## src/rtl/sal_pkg.sv

```systemverilog
// Shared command and bank-state encodings for the SAL bank controller.
package sal_pkg;

  typedef enum logic [1:0] {
    CMD_ACT = 2'd0,
    CMD_RD  = 2'd1,
    CMD_WR  = 2'd2,
    CMD_PRE = 2'd3
  } cmd_t;

  typedef enum logic {
    ST_CLOSED = 1'b0,
    ST_OPEN   = 1'b1
  } state_t;

endpackage

```

## src/rtl/sal_timing_cntr.sv

```systemverilog
// Saturating down counter for one DRAM timing constraint; constraint met when cnt is zero.
// Load takes effect next cycle; no flow control of its own.
module sal_timing_cntr #(
  parameter int WIDTH = 4
) (
  input  logic             clk,
  input  logic             rst,
  input  logic             load,
  input  logic [WIDTH-1:0] load_val,
  output logic [WIDTH-1:0] cnt
);

  always_ff @(posedge clk) begin
    if (rst) begin
      cnt <= '0;
    end else if (load) begin
      cnt <= load_val;
    end else if (cnt != '0) begin
      cnt <= cnt - WIDTH'(1);
    end
  end

endmodule

```

## src/rtl/sal_bank_ctrl.sv

```systemverilog
// Single-bank open-page DRAM controller: ACT/RD/WR/PRE sequencing under tRCD/tRP/tRAS/tRTP/tWTP/tCCD.
// Commands offered combinationally once timing is met; a stalled offer is held stable until cmd_ready_i.
module sal_bank_ctrl
  import sal_pkg::*;
#(
  parameter int CNTR_WIDTH = 4,
  parameter int ROW_WIDTH  = 14,
  parameter int T_RCD      = 4,
  parameter int T_RP       = 4,
  parameter int T_RAS      = 12,
  parameter int T_RTP      = 3,
  parameter int T_WTP      = 8,
  parameter int T_CCD      = 2
) (
  input  logic                 clk,
  input  logic                 rst,
  input  logic                 req_valid_i,
  output logic                 req_ready_o,
  input  logic                 req_wr_i,
  input  logic [ROW_WIDTH-1:0] req_row_i,
  input  logic                 ref_req_i,
  output logic                 ref_gnt_o,
  output logic                 cmd_valid_o,
  input  logic                 cmd_ready_i,
  output logic [1:0]           cmd_o,
  output logic [ROW_WIDTH-1:0] cmd_row_o
);

  localparam logic [CNTR_WIDTH-1:0] RCD_LD = CNTR_WIDTH'(T_RCD - 1);
  localparam logic [CNTR_WIDTH-1:0] RP_LD  = CNTR_WIDTH'(T_RP - 1);
  localparam logic [CNTR_WIDTH-1:0] RAS_LD = CNTR_WIDTH'(T_RAS - 1);
  localparam logic [CNTR_WIDTH-1:0] RTP_LD = CNTR_WIDTH'(T_RTP - 1);
  localparam logic [CNTR_WIDTH-1:0] WTP_LD = CNTR_WIDTH'(T_WTP - 1);
  localparam logic [CNTR_WIDTH-1:0] CCD_LD = CNTR_WIDTH'(T_CCD - 1);

  state_t                 state;
  logic [ROW_WIDTH-1:0]   open_row;
  logic                   held;
  cmd_t                   held_cmd;
  logic [ROW_WIDTH-1:0]   held_row;

  logic [CNTR_WIDTH-1:0]  rcd_cnt, rp_cnt, ras_cnt, wtp_cnt, ccd_cnt;
  logic [CNTR_WIDTH-1:0]  wtp_dec, col_ld, wtp_ld;

  logic                   offer;
  cmd_t                   offer_cmd;
  logic [ROW_WIDTH-1:0]   offer_row;
  logic                   issue, act_issue, pre_issue, col_issue;

  // Refresh outranks requests; a row miss closes the bank before reopening.
  always_comb begin
    offer     = 1'b0;
    offer_cmd = CMD_ACT;
    offer_row = open_row;
    if (held) begin
      offer     = 1'b1;
      offer_cmd = held_cmd;
      offer_row = held_row;
    end else if (state == ST_CLOSED) begin
      if (req_valid_i && !ref_req_i && rp_cnt == '0) begin
        offer     = 1'b1;
        offer_row = req_row_i;
      end
    end else if (ref_req_i || (req_valid_i && req_row_i != open_row)) begin
      if (ras_cnt == '0 && wtp_cnt == '0) begin
        offer     = 1'b1;
        offer_cmd = CMD_PRE;
      end
    end else if (req_valid_i && rcd_cnt == '0 && ccd_cnt == '0) begin
      offer     = 1'b1;
      offer_cmd = req_wr_i ? CMD_WR : CMD_RD;
    end
  end

  assign cmd_valid_o = offer && !rst;
  assign cmd_o       = offer_cmd;
  assign cmd_row_o   = offer_row;
  assign issue       = cmd_valid_o && cmd_ready_i;
  assign act_issue   = issue && (offer_cmd == CMD_ACT);
  assign pre_issue   = issue && (offer_cmd == CMD_PRE);
  assign col_issue   = issue && (offer_cmd == CMD_RD || offer_cmd == CMD_WR);
  assign req_ready_o = col_issue;
  assign ref_gnt_o   = (state == ST_CLOSED) && (rp_cnt == '0);

  // Overlapping column commands must not shorten an earlier, longer PRE holdoff.
  assign wtp_dec = (wtp_cnt != '0) ? wtp_cnt - CNTR_WIDTH'(1) : '0;
  assign col_ld  = (offer_cmd == CMD_WR) ? WTP_LD : RTP_LD;
  assign wtp_ld  = (wtp_dec > col_ld) ? wtp_dec : col_ld;

  always_ff @(posedge clk) begin
    if (rst) begin
      state    <= ST_CLOSED;
      open_row <= '0;
      held     <= 1'b0;
      held_cmd <= CMD_ACT;
      held_row <= '0;
    end else begin
      held <= cmd_valid_o && !cmd_ready_i;
      if (cmd_valid_o && !cmd_ready_i) begin
        held_cmd <= offer_cmd;
        held_row <= offer_row;
      end
      if (act_issue) begin
        state    <= ST_OPEN;
        open_row <= offer_row;
      end else if (pre_issue) begin
        state <= ST_CLOSED;
      end
    end
  end

  sal_timing_cntr #(.WIDTH(CNTR_WIDTH)) u_rcd (
    .clk(clk), .rst(rst), .load(act_issue), .load_val(RCD_LD), .cnt(rcd_cnt));
  sal_timing_cntr #(.WIDTH(CNTR_WIDTH)) u_rp (
    .clk(clk), .rst(rst), .load(pre_issue), .load_val(RP_LD), .cnt(rp_cnt));
  sal_timing_cntr #(.WIDTH(CNTR_WIDTH)) u_ras (
    .clk(clk), .rst(rst), .load(act_issue), .load_val(RAS_LD), .cnt(ras_cnt));
  sal_timing_cntr #(.WIDTH(CNTR_WIDTH)) u_wtp (
    .clk(clk), .rst(rst), .load(col_issue), .load_val(wtp_ld), .cnt(wtp_cnt));
  sal_timing_cntr #(.WIDTH(CNTR_WIDTH)) u_ccd (
    .clk(clk), .rst(rst), .load(col_issue), .load_val(CCD_LD), .cnt(ccd_cnt));

endmodule

```

## config.mk

```make
export PLATFORM = sky130hd
export DESIGN_NAME = sal_bank_ctrl
export DESIGN_NICKNAME = d
export VERILOG_FILES = /design/src/rtl/sal_pkg.sv /design/src/rtl/sal_timing_cntr.sv /design/src/rtl/sal_bank_ctrl.sv
export SDC_FILE = /design/constraint.sdc
export NUM_CORES = 1
export LEC_CHECK = 0
export BUFFER_PORTS_ARGS = -buffer_cell sky130_fd_sc_hd__buf_2
export CAP_MARGIN = 25
export CELL_PAD_IN_SITES_DETAIL_PLACEMENT = 1
export CELL_PAD_IN_SITES_GLOBAL_PLACEMENT = 1
export CORE_MARGIN = 3
export CORE_UTILIZATION = 39
export DETAILED_ROUTE_END_ITERATION = 16
export PLACE_DENSITY_LB_ADDON = 0.1
export SETUP_SLACK_MARGIN = 0.05
export SYNTH_ARGS = -nofsm -noshare
export SYNTH_HDL_FRONTEND = slang
export SYNTH_SLANG_ARGS = --single-unit
```

## constraint.sdc

```tcl
create_clock -name clk -period 3.2 [get_ports clk]
set_input_delay 0.16 -clock clk [delete_from_list [all_inputs] [get_ports clk]]
set_output_delay 0.16 -clock clk [all_outputs]
set_load 0.02 [all_outputs]
```

==> flow_metrics.py <==
metrics = {
    "grt": {
        "grt_start_max_net_pins": 51,
        "antenna_found_initial": 0,
        "grt_util_all_layers_pct": 17.46,
        "grt_overflow": 0,
        "grt_pass1_vias": 2408,
        "grt_pass1_wl_um": 11850,
    },
    "worst_setup_path": {
        "required_ns": 3.45,
        "r2r_slack_ns": 0.03,
        "crit_arrival_ns": 3.42,
        "critPathMaxFanout": 4,
        "timing.rr.end": "u_wtp.cnt[0]$_SDFFE_PP0P_",
        "cpPeakStageDelay_ns": 0.36,
        "r2r_cells": 16,
        "cp_common_cell": "ha_4",
        "regToRegStartpoint": "u_wtp.cnt[0]$_SDFFE_PP0P_",
        "critPathSlowestCell": "dfxtp_2",
        "crit_chain": "inv_2, ha_4, nor3b_4, and3_4, and3_4, a41o_1, a221o_2, ha_4, inv_4, ha_4, nor4b_4, o22ai_1, and4_1, o21ai_2, mux2_4, a21oi_2",
        "crit_type": "reg -> reg",
        "cp-start-kind": "flip-flop",
        "end_kind": "flip-flop",
    },
    "clock_tree": {
        "cts_root_buf": "clkbuf_8",
        "cts_tree": "done",
        "insertion_delay_ns": 0.31,
        "clk_pin_slew_ns": 0.10,
        "cts_buffer_depth": 2,
        "htreeDepth": 2,
        "clock-sinks": 52,
        "cts_buffers": 5,
    },
    "sta": {
        "period_needed_ns": 3.173,
        "clock_skew_ns": 0.004818,
        "max_slew_margin_pct": 64.01,
        "fmaxAchievable_ghz": 0.3151,
        "post-route-period-util_pct": 99.16,
        "setup_viol": 0,
        "setup_tns_ns": 0,
        "finalHoldViolCount": 0,
        "worst_pin_slew_ns": 0.5397,
        "maxSlewViolCount": 0,
        "rsz0062_at_grt": "true",
    },
    "power_and_ir_drop": {
        "switchingPower_mw": 1.014,
        "p_leak_nw": 1.637,
        "peakVddDrop_v": 0.0003876,
        "swShare_pct": 39.60,
        "p_int_mw": 1.547,
        "clkPwrFrac_pct": 16.2,
        "p_comb_share_pct": 50.4,
        "finalPower_mw": 2.561,
        "power_density_nw_per_um2": 720.5,
        "p_seq_share_pct": 33.4,
    },
    "place": {
        "io_buffers": 38,
        "dp_hpwl_um": 5086,
        "placed_cell_area_um2": 3349,
        "gp_congestion": 0.7717,
    },
    "yosys": {
        "yosysTopAreaCell": "dfxtp_1",
        "syn_area_per_cell_um2": 8.843,
        "synth_area_um2": 2892,
        "synth_most_common_cell": "dfxtp_1",
        "syn-instance-count": 327,
        "syn-num-nets": 359,
        "ys.flop_type": "dfxtp_1",
        "synth_seq_cells": 52,
        "yosysSeqAreaShare_pct": 36.00,
        "async_flop_share_pct": 0,
        "synth_top_area_share_pct": 36.00,
        "synthTopCellsByArea": "dfxtp_1 36%, mux2i_1 11%, ha_1 5.2%",
        "yosys-top-cells-count": "52 x dfxtp_1, 33 x inv_1, 31 x mux2i_1",
        "synth-edff-count": 0,
        "synth.distinct_cells": 47,
        "yosysWarnings": 0,
    },
    "cells_and_area": {
        "area_delta_synth_final_pct": 22.93,
        "diodes": 0,
        "drive_gt1_share_pct": 29.32,
        "nFillCells": 846,
        "nNetsFinal": 413,
        "design_area_um2": 3555,
    },
    "drt": {
        "drt_first_pass_iters": 4,
        "wl_per_cell_um": 14.76,
        "post_drt_via_cell_ratio": 5.069,
        "drc_errors": 0,
        "routed_wl_um": 7054,
        "via_count": 2423,
        "ant_nets": 0,
        "first_iter_violations": 71,
    },
    "run": {
        "maxCapViolations": 0,
    },
    "min_path": {
        "hp-start": "cmd_ready_i",
        "hold_path_depth": 3,
        "hold_class": "in -> reg",
        "holdPathEnd": "u_rp.cnt[0]$_SDFFE_PP0P_",
    },
    "floorplan": {
        "chipHeight_um": 92.11,
        "coreArea_um2": 6982,
        "start_util_pct": 41.42,
        "num_rows": 30,
        "io_pins": 39,
        "die_area_um2": 8483,
        "fp.dieW_um": 92.11,
    },
    "outcome": {
        "outcome": "complete, no violations",
    },
}
==> final cells by class <==
type	count	area [µm²]	area share, %
multi-input cells	229	1802	50.69
repair buffers	60	359.1	10.10
clock inverters	2	13.76	0.3872
flip-flops and latches	52	1051	29.57
well taps	96	120.1	3.379
clock buffers	6	82.58	2.323
inverters	33	126.4	3.555
==> sequential cells by signal, summed over array words and instances (netlist names) <==
signal,flops
held_row,14
open_row,14
state,1
u_rcd.cnt,4
held_cmd,2
u_wtp.cnt,4
u_ccd.cnt,4
u_ras.cnt,4
u_rp.cnt,4
held,1
==> stage by stage <==
stage / setup WS, ns / hold WS (ns) / std cells / util [%]
after detailed placement: 0.02228 / 0.4876 / 462 / 47.97
final: 0.02682 / 0.3058 / 478 / 50.91
after global routing: -0.1038 / 0.3214 / 478 / 50.91
after floorplan: 0.05157 / 0.3341 / 327 / -
after CTS: 0.02783 / 0.3029 / 474 / 50.25
after global placement: 0.08861 / 0.4745 / 462 / 47.97
==> worst max-delay path by stage <==
| stage | slack (ns) | start | cells past startpoint | end |
|---|---|---|---|---|
| after detailed placement | 0.02 | u_wtp.cnt[0]$_SDFFE_PP0P_ | 16 | u_wtp.cnt[0]$_SDFFE_PP0P_ |
| final | 0.03 | u_wtp.cnt[0]$_SDFFE_PP0P_ | 16 | u_wtp.cnt[0]$_SDFFE_PP0P_ |
| after global routing | -0.10 | u_rcd.cnt[0]$_SDFFE_PP0P_ | 15 | u_wtp.cnt[0]$_SDFFE_PP0P_ |
| after global placement | 0.09 | u_wtp.cnt[0]$_SDFFE_PP0P_ | 16 | u_wtp.cnt[0]$_SDFFE_PP0P_ |
| after CTS | 0.03 | open_row[10]$_SDFFE_PP0P_ | 14 | u_wtp.cnt[0]$_SDFFE_PP0P_ |
| after floorplan | 0.05 | u_wtp.cnt[0]$_SDFFE_PP0P_ | 16 | u_wtp.cnt[0]$_SDFFE_PP0P_ |
==> cell usage in the layout, fill, tap and decap left out, types with 3 or more instances in the layout <==
cell type,count
mux2i_1,31
nor3_1,8
nand3b_1,16
inv_1,29
dfxtp_1,44
a21oi_1,7
clkbuf_8,6
o21ai_0,18
ha_1,8
nand3_1,3
buf_2,38
xnor2_1,8
ha_4,3
buf_4,21
nor2_1,28
xor2_1,12
nor4_1,3
o21ai_1,18
inv_2,3
nor4_2,3
nand2_1,23
dfxtp_2,8
==> routing by layer <==
metal  routed length (µm)  GRT usage [%]
met2                 3271          29.20
met5                    0              0
met4                   85          5.198
met1                 3520          23.29
met3                  177          2.461
==> power by group through the flow <==
stage	clock network, mW	logic, mW	registers [mW]
global route	0.457	1.45	0.871
floorplan	0	0.921	0.843
CTS	0.433	1.27	0.853
detailed placement	0	1.23	0.867
finish	0.415	1.29	0.856
global placement	0	1.21	0.861
==> critical path, delay by kind of cell (launching register included) <==
family / cells / cell delay [ns]
multiplexers: 1 / 0.32
AO/OA/AOI/OAI: 5 / 0.94
buffers and inverters: 2 / 0.11
adder cells (fa/ha/maj): 3 / 0.54
flip-flops: 1 / 0.36
AND/OR/NAND/NOR: 5 / 0.85
==> kinds of logic after synthesis <==
logic type	count (synthesis)	synth area share, %
buffers and inverters	46	6.404
flip-flops	52	36.00
AND/OR/NAND/NOR	104	20.38
multiplexers	33	12.03
adder cells (fa/ha/maj)	12	5.192
XOR/XNOR	22	6.664
AO/OA/AOI/OAI	58	13.33
==> timing repair <==
action / 4_1_cts / 5_1_grt
hold buffers: 0 / 0
resized for setup: 10 / 5
setup buffers: 4 / 4
cloned: 0 / 0
pin swaps: 10 / 5
setup endpoints to repair: 2 / 5
Power figures use the tool's default switching activity.
